==> src/rtl/pattern_sweep_ctrl.sv <==
// pattern_sweep_ctrl
//
// Drives an exhaustive input sweep into a benchmark circuit and captures its
// response. The registered pattern steps from 0 to 2^IN_W-1. After each new
// pattern the block waits SETTLE cycles, then samples dut_out. Each sample is
// offered to a logger over a valid/ready handshake and folded into a
// rotate-XOR signature. When the sweep completes, the final signature is
// compared against golden_sig, and a difference raises the sticky mismatch
// flag.
//
// Ports
//   CK          in   clock, rising edge
//   reset       in   asynchronous active-low reset
//   start       in   begin a sweep (honoured only in IDLE)
//   abort       in   synchronous abort back to IDLE, no done pulse
//   pattern     out  registered stimulus to the benchmark
//   dut_out     in   benchmark response
//   cap_valid   out  capture record valid
//   cap_ready   in   logger accepts the record
//   cap_pattern out  pattern of the current record
//   cap_data    out  sampled dut_out of the current record
//   golden_sig  in   expected final signature, sampled in DONE
//   signature   out  running/final signature
//   busy        out  high in SETTLE and CAPTURE
//   done        out  one-cycle completion pulse
//   mismatch    out  final signature differed from golden_sig (sticky)
//
// state   | meaning
// --------+-----------------------------------------------------------
// IDLE    | waiting for start; results of the last sweep are held
// SETTLE  | new pattern applied, counting down the settle time
// CAPTURE | record presented on cap_*, waiting for cap_ready
// DONE    | one-cycle completion; golden comparison updates mismatch

module pattern_sweep_ctrl #(
    parameter int IN_W   = 3,
    parameter int OUT_W  = 1,
    parameter int SIG_W  = 16,
    parameter int SETTLE = 1
) (
    input  logic             CK,
    input  logic             reset,
    input  logic             start,
    input  logic             abort,
    output logic [IN_W-1:0]  pattern,
    input  logic [OUT_W-1:0] dut_out,
    output logic             cap_valid,
    input  logic             cap_ready,
    output logic [IN_W-1:0]  cap_pattern,
    output logic [OUT_W-1:0] cap_data,
    input  logic [SIG_W-1:0] golden_sig,
    output logic [SIG_W-1:0] signature,
    output logic             busy,
    output logic             done,
    output logic             mismatch
);

    // The settle timer counts down from SETTLE-1. Reaching zero marks the
    // SETTLE-th cycle in SETTLE, which is the cycle whose closing edge samples.
    localparam int              CNT_W    = (SETTLE > 1) ? $clog2(SETTLE) : 1;
    localparam logic [CNT_W-1:0] CNT_LD  = CNT_W'(SETTLE - 1);
    localparam logic [IN_W-1:0]  PAT_LAST = '1;

    typedef enum logic [1:0] {
        ST_IDLE,
        ST_SETTLE,
        ST_CAPTURE,
        ST_DONE
    } state_t;

    state_t           state, state_nx;
    logic [CNT_W-1:0] settle_cnt;

    logic do_start;
    logic do_count;
    logic do_sample;
    logic do_advance;
    logic do_compare;

    always_ff @(posedge CK or negedge reset) begin
        if (!reset) begin
            state <= ST_IDLE;
        end else begin
            state <= state_nx;
        end
    end

    // abort is tested first in every active state, so it overrides both the
    // settle terminal count and a pending cap_ready.
    always_comb begin
        state_nx   = state;
        do_start   = 1'b0;
        do_count   = 1'b0;
        do_sample  = 1'b0;
        do_advance = 1'b0;
        do_compare = 1'b0;
        case (state)
            ST_IDLE: begin
                if (start) begin
                    do_start = 1'b1;
                    state_nx = ST_SETTLE;
                end
            end
            ST_SETTLE: begin
                if (abort) begin
                    state_nx = ST_IDLE;
                end else if (settle_cnt == '0) begin
                    do_sample = 1'b1;
                    state_nx  = ST_CAPTURE;
                end else begin
                    do_count = 1'b1;
                end
            end
            ST_CAPTURE: begin
                if (abort) begin
                    state_nx = ST_IDLE;
                end else if (cap_ready) begin
                    if (pattern == PAT_LAST) begin
                        state_nx = ST_DONE;
                    end else begin
                        do_advance = 1'b1;
                        state_nx   = ST_SETTLE;
                    end
                end
            end
            ST_DONE: begin
                state_nx = ST_IDLE;
                if (!abort) begin
                    do_compare = 1'b1;
                end
            end
            default: begin
                state_nx = ST_IDLE;
            end
        endcase
    end

    always_ff @(posedge CK or negedge reset) begin
        if (!reset) begin
            pattern     <= '0;
            cap_pattern <= '0;
            cap_data    <= '0;
            signature   <= '0;
            mismatch    <= 1'b0;
            settle_cnt  <= '0;
        end else begin
            if (do_start) begin
                pattern    <= '0;
                signature  <= '0;
                mismatch   <= 1'b0;
                settle_cnt <= CNT_LD;
            end
            if (do_count) begin
                settle_cnt <= settle_cnt - 1'b1;
            end
            if (do_sample) begin
                cap_pattern <= pattern;
                cap_data    <= dut_out;
                signature   <= {signature[SIG_W-2:0], signature[SIG_W-1]}
                               ^ SIG_W'(dut_out);
            end
            if (do_advance) begin
                pattern    <= pattern + 1'b1;
                settle_cnt <= CNT_LD;
            end
            if (do_compare) begin
                mismatch <= (signature != golden_sig);
            end
        end
    end

    // Status outputs decode straight from the state register, so they clear
    // the instant reset asserts and drop on the edge that takes an abort.
    assign cap_valid = (state == ST_CAPTURE);
    assign busy      = (state == ST_SETTLE) || (state == ST_CAPTURE);
    assign done      = (state == ST_DONE);

endmodule

==> config.mk <==
export PLATFORM = sky130hd
export DESIGN_NAME = pattern_sweep_ctrl
export DESIGN_NICKNAME = d
export VERILOG_FILES = /design/src/rtl/pattern_sweep_ctrl.sv
export SDC_FILE = /design/constraint.sdc
export NUM_CORES = 1
export LEC_CHECK = 0
export CAP_MARGIN = 40
export CELL_PAD_IN_SITES_DETAIL_PLACEMENT = 1
export CELL_PAD_IN_SITES_GLOBAL_PLACEMENT = 1
export CORE_MARGIN = 5
export CORE_UTILIZATION = 35
export CTS_BUF_LIST = sky130_fd_sc_hd__clkbuf_4
export DETAILED_ROUTE_END_ITERATION = 12
export PLACE_DENSITY = 0.88
export SYNTH_ARGS = -nofsm -noshare
export SYNTH_HDL_FRONTEND = slang
export SYNTH_SLANG_ARGS = --single-unit
==> constraint.sdc <==
create_clock -name CK -period 1.7 [get_ports CK]
set_input_delay 0.17 -clock CK [delete_from_list [all_inputs] [get_ports CK]]
set_output_delay 0.17 -clock CK [all_outputs]
set_load 0.03 [all_outputs]
* After elaboration in Yosys (flattened, before gate mapping)
Cells that the tools add are included.
** Storage, ports and cells
- Flip-flop bits (word level) :: 27
- Logic and storage cells :: 54
- Input port bits :: 22
- Output and inout bits :: 27
** Cells by class
- Reduce and logical (&&, ||, !) cells :: 7
- Bitwise logic cells :: 1
- $add $sub $neg :: 2
- Equality and inequality tests :: 8
- Muxes and demuxes :: 29
** Operators with widths (number)
- two-way mux 16 bit :: 2
- two-way mux 1 bit :: 18
- != test 16 bit :: 1
- bitwise XOR 16 x 1 -> 16 bit :: 1
- two-way mux 2 bit :: 6
- case mux 2 bit (4 select lines) :: 1
- two-way mux 3 bit :: 2
- nonzero test 2 bit :: 3
- == test 2 bit, second input constant :: 2
- adder 3 x 1 -> 3 bit, second input constant :: 1
- == test 3 bit, second input constant :: 1
- != test 3 x 2 -> 1 bit, second input constant :: 1
- != test 3 bit, second input constant :: 1
- AND reduction 3 bit :: 1
- nonzero test 3 bit :: 1
- == test 2 x 1 -> 1 bit, second input constant :: 1
- logical NOT 2 bit :: 1
- != test 2 bit, second input constant :: 1
- logical OR 1 bit :: 1
- subtractor 1 bit, second input constant :: 1

* Depth between registers and ports, before layout
- Word-level depth :: 6
- Mapped depth :: 7
- Mapped depth without buffers :: 6

* Worst setup path after synthesis
Ideal clock, no wire load.
- Path type :: register to register
- From :: reg state[0]
- To :: reg pattern[0]
- Setup time :: 0.125 ns
- Clock period less this slack :: 1.692 ns
- Path buffers :: 0
- Path slack :: 0.008 ns
- Data arrival time :: 1.567 ns
- Data required time :: 1.575 ns
- Stages on the path, launching flop included :: 7
- Cell sequence :: dfrtp_1 inv_1 ha_1 nand2b_4 nor3b_4 a21oi_1 mux2_4
** On the way
- Cells in the longest elaborated chain, start to end :: 3
- Elaborated cells on any way between the ends :: 6
- Classes of those cells :: 1 x eq/ne; 3 x mux; 2 x reduce/logical
** RTL lines
- from (decl) :: line 71 : state_t state, state_nx;
- from (signal assigned) :: line 84 : state <= state_nx;
- == test 2 bit (*)
- via cap_valid :: line 47 : output logic cap_valid,
- two-way mux 1 bit (*) :: line 97 : case (state)
- two-way mux 3 bit / nonzero test 2 bit (equally long branches)
- to (signal assigned) :: line 163 : pattern <= pattern + 1'b1;
- to (decl) :: line 45 : output logic [IN_W-1:0] pattern,
The timed path passes the listed nets; every way through them passes the cells marked *.
A chain may end at the register's enable or synchronous reset.

* Worst setup path after layout
- From :: reg pattern[2]
- To :: out pattern[2]
No word-level cell between the ends.

==> metrics.md <==
| Metric | Value |
|---|---|
| Critical path class | flop to output port |
| Cell family with most CP delay | buffers and inverters |
| Vias in the first global route | 1369 |
| Placed cell count | 239 |
| CTS clk-pin slew, worst paths | 0.15 ns |
| Slowest cell delay on critical path | 0.70 ns |
| Mux share of post-synthesis cell area | 0.0586 |
| Via count | 1195 |
| CP endpoint kind | output port |
| Area contributors post-synth | dfrtp_1 (48%), xnor2_1 (9.9%), nand2_1 (9.8%) |
| Most common cell after layout, fill and taps aside | clkdlybuf4s50_1 |
| Post-Route WL | 3820 um |
| Row Count | 23 |
| Number of DRC markers in iteration 0 | 39 |
| Clock skew after layout | 0.0105 ns |
| CTS root buf | clkbuf_4 |
| Die Area | 5400 um2 |
| Post-CTS setup buffer count | 0 |
| Synthesized Nets | 169 |
| CP Max Fanout | 4 |
| DIE HEIGHT | 73.5 um |
| Synth-to-layout area growth | 42.9% |
| Synth area leader | dfrtp_1 |
| Slew margin rel. | 0.770 |
| Fin Setup TNS | 0 ns |
| Die Span X | 73.5 um |
| Area of the mapped netlist | 1410 um2 |
| ANT nets after route | 0 |
| DR vias/cell | 4.92 |
| FILL cells | 445 |
| Most frequent cells in the layout | clkdlybuf4s50_1 (39), nand2_1 (37), dfrtp_1 (27) |
| Clock sinks | 27 |
| Max Clk Rate | 612 MHz |
| # setup viols final | 0 |
| Wire per inst | 15.7 um |
| Total of max-cap violations | 0 |
| WHS | 0.201 ns |
| Tcrit/Tclk final | 0.961 |
| Final Hold Viols | 0 |
| Max layer used | met4 |
| CTS H-tree depth | 1 |
| Hold buffers post-CTS | 0 |
| Post-Synth XOR/XNOR Area | 0.106 |
| CP Buf/Inv Count | 1 |
| Met2 wire length | 2070 um |
| Compound-Gate Fraction of Synth Area | 0.0896 |
| Critical Path RT | 1.53 ns |
| Power Density | 1150 nW/um2 |
| Slowest CP cell | clkdlybuf4s50_1 |
| RSZ-0062 raised after global routing | false |
| Nature of the critical path startpoint | flop |
| Largest net degree at the start of global routing | 33 |
| CORE AREA | 3940 um2 |
| Final net count | 223 |
| Synth unique cells | 26 |
| Worst vdd ir | 0.721 mV |
| Arrival time worst endpoint | 1.46 ns |
| Post-synth top area share | 0.479 |
| Hold WC Path Type | input port to async pin |
| Clk Latency, worst-skew pair | 0.32 ns |
| Post-route DRC | 0 |
| CTS tree | built |
| Final Instance Area | 2010 um2 |
| Final Max Tran Viols | 0 |
| First-pass iteration count of the detailed router | 4 |
| FF+latch count, synth | 27 |
| CP cell instances | clkdlybuf4s50_1 |
| Run status | complete, no violations |
| Number of CTS-inserted buffers | 3 |
| Largest family of logic cells by synthesized area | simple AND/OR/NAND/NOR gates |
| Grt total ovfl | 0 |
| I/O Buffers | 48 |
| Slew @ Worst Pin | 0.346 ns |
| GP Congestion | 0.815 |
| CTS max path bufs | 2 |
| Effective utilization at floorplan | 0.358 |
| Post-Syn Instances | 140 |
| Placed instance area | 1970 um2 |
| Period minus WS final | 1.63 ns |
| I/O pin count | 49 |
| Post-Route M1 WL | 1460 um |
| Post-Synth Simple-Gate Area | 0.180 |
| Syn Area/Cell | 10.1 um2 |
| GRT Total Usage | 0.148 |
| Synth Area in Adders | 0.0621 |
| Diode count | 0 |
| Routed met3 length | 215 um |
| Dpl hpwl | 3110 um |
| First-pass GRT wire length | 6260 um |
| Leak | 0.954 nW |
| Layout cells sized above 1 | 0.0933 |
| Sequential cell area fraction in the yosys report | 0.479 |
| Synth warn | 0 |
| Finished Layout Cells | 243 |
| Initial antenna violation count | 0 |
[metal layers]
metal  GRT usage  vias to the layer above
met1       0.157                      574
met3      0.0233                        8
met2       0.288                       41
met4      0.0543                        0
li1            -                      572
met5           0                        -
[Yosys cell counts]
library cell and instances:
nor3b_4 1, o21ai_1 16, a21oi_1 3, xor2_1 1, a31oi_1 1, o21ai_0 2
nand3_1 1, nor4_1 1, nand2b_1 1, and3_1 1, nand2b_4 2, mux2_4 1
ha_1 7, xnor2_1 16, buf_2 4, inv_2 1, inv_1 3, mux2_1 6
nor2_4 1, a21oi_2 1, and2b_1 1, nand3b_1 1, nand4_1 3, dfrtp_1 27
nand2_1 37, o22ai_1 1
[report_power, final]
part	switching [mW]	total, mW	internal, mW	leakage (nW)
logic	0.675	1.15	0.475	0.566
clock network	0.186	0.294	0.108	0.0184
registers	0.119	0.873	0.754	0.370
total	0.980	2.32	1.34	0.954
[per-stage QoR]
stage	power (mW)	setup WS [ns]	util
floorplan	1.61	0.00848	-
global placement	2.02	0.115	0.500
CTS	2.36	0.00338	0.507
finish	2.32	0.0668	0.511
detailed placement	2.08	0.0549	0.500
global route	2.47	0.00123	0.511
[cell type report]
cell class / count / area [um2] / share of cell area
sequential: 27 / 676 / 0.335
tap: 50 / 62.6 / 0.0311
inverter: 4 / 15.0 / 0.00745
multi-input combinational: 105 / 699 / 0.347
clock buffer: 4 / 30.0 / 0.0149
timing repair buffer: 53 / 532 / 0.264
[cell families after synthesis]
| group | Yosys count |
|---|---|
| flops | 27 |
| simple gates | 50 |
| xor+xnor | 17 |
| buf+inv | 8 |
| compound gates | 24 |
| fa+ha+maj | 7 |
| mux | 7 |
[registers in the layout (all words and copies together) (netlist names)]
register / flops
cap_pattern: 3
mismatch: 1
signature: 16
state: 2
cap_data: 1
settle_cnt: 1
pattern: 3
[final timing paths]
kind / from / endpoint / slack, ns / cells after the start
worst max-delay path: pattern[2]$_DFFE_PN0P_ / pattern[2] / 0.07 / 1
worst min-delay path: reset / signature[12]$_DFFE_PN0P_ / 0.20 / 2
worst max register to register: pattern[0]$_DFFE_PN0P_ / pattern[0]$_DFFE_PN0P_ / 0.13 / 5
worst min register to register: cap_pattern[0]$_DFFE_PN0P_ / cap_pattern[0]$_DFFE_PN0P_ / 0.51 / 1
max in group asynchronous: reset / signature[2]$_DFFE_PN0P_ / 1.23 / 2
min in group CK: cap_pattern[0]$_DFFE_PN0P_ / cap_pattern[0]$_DFFE_PN0P_ / 0.51 / 1
[repair_timing]
item	in CTS	in global routing
setup endpoints to repair	3	11
resized for setup	5	9
cloned	0	0
No activity file was read; power rests on OpenSTA's default activity.
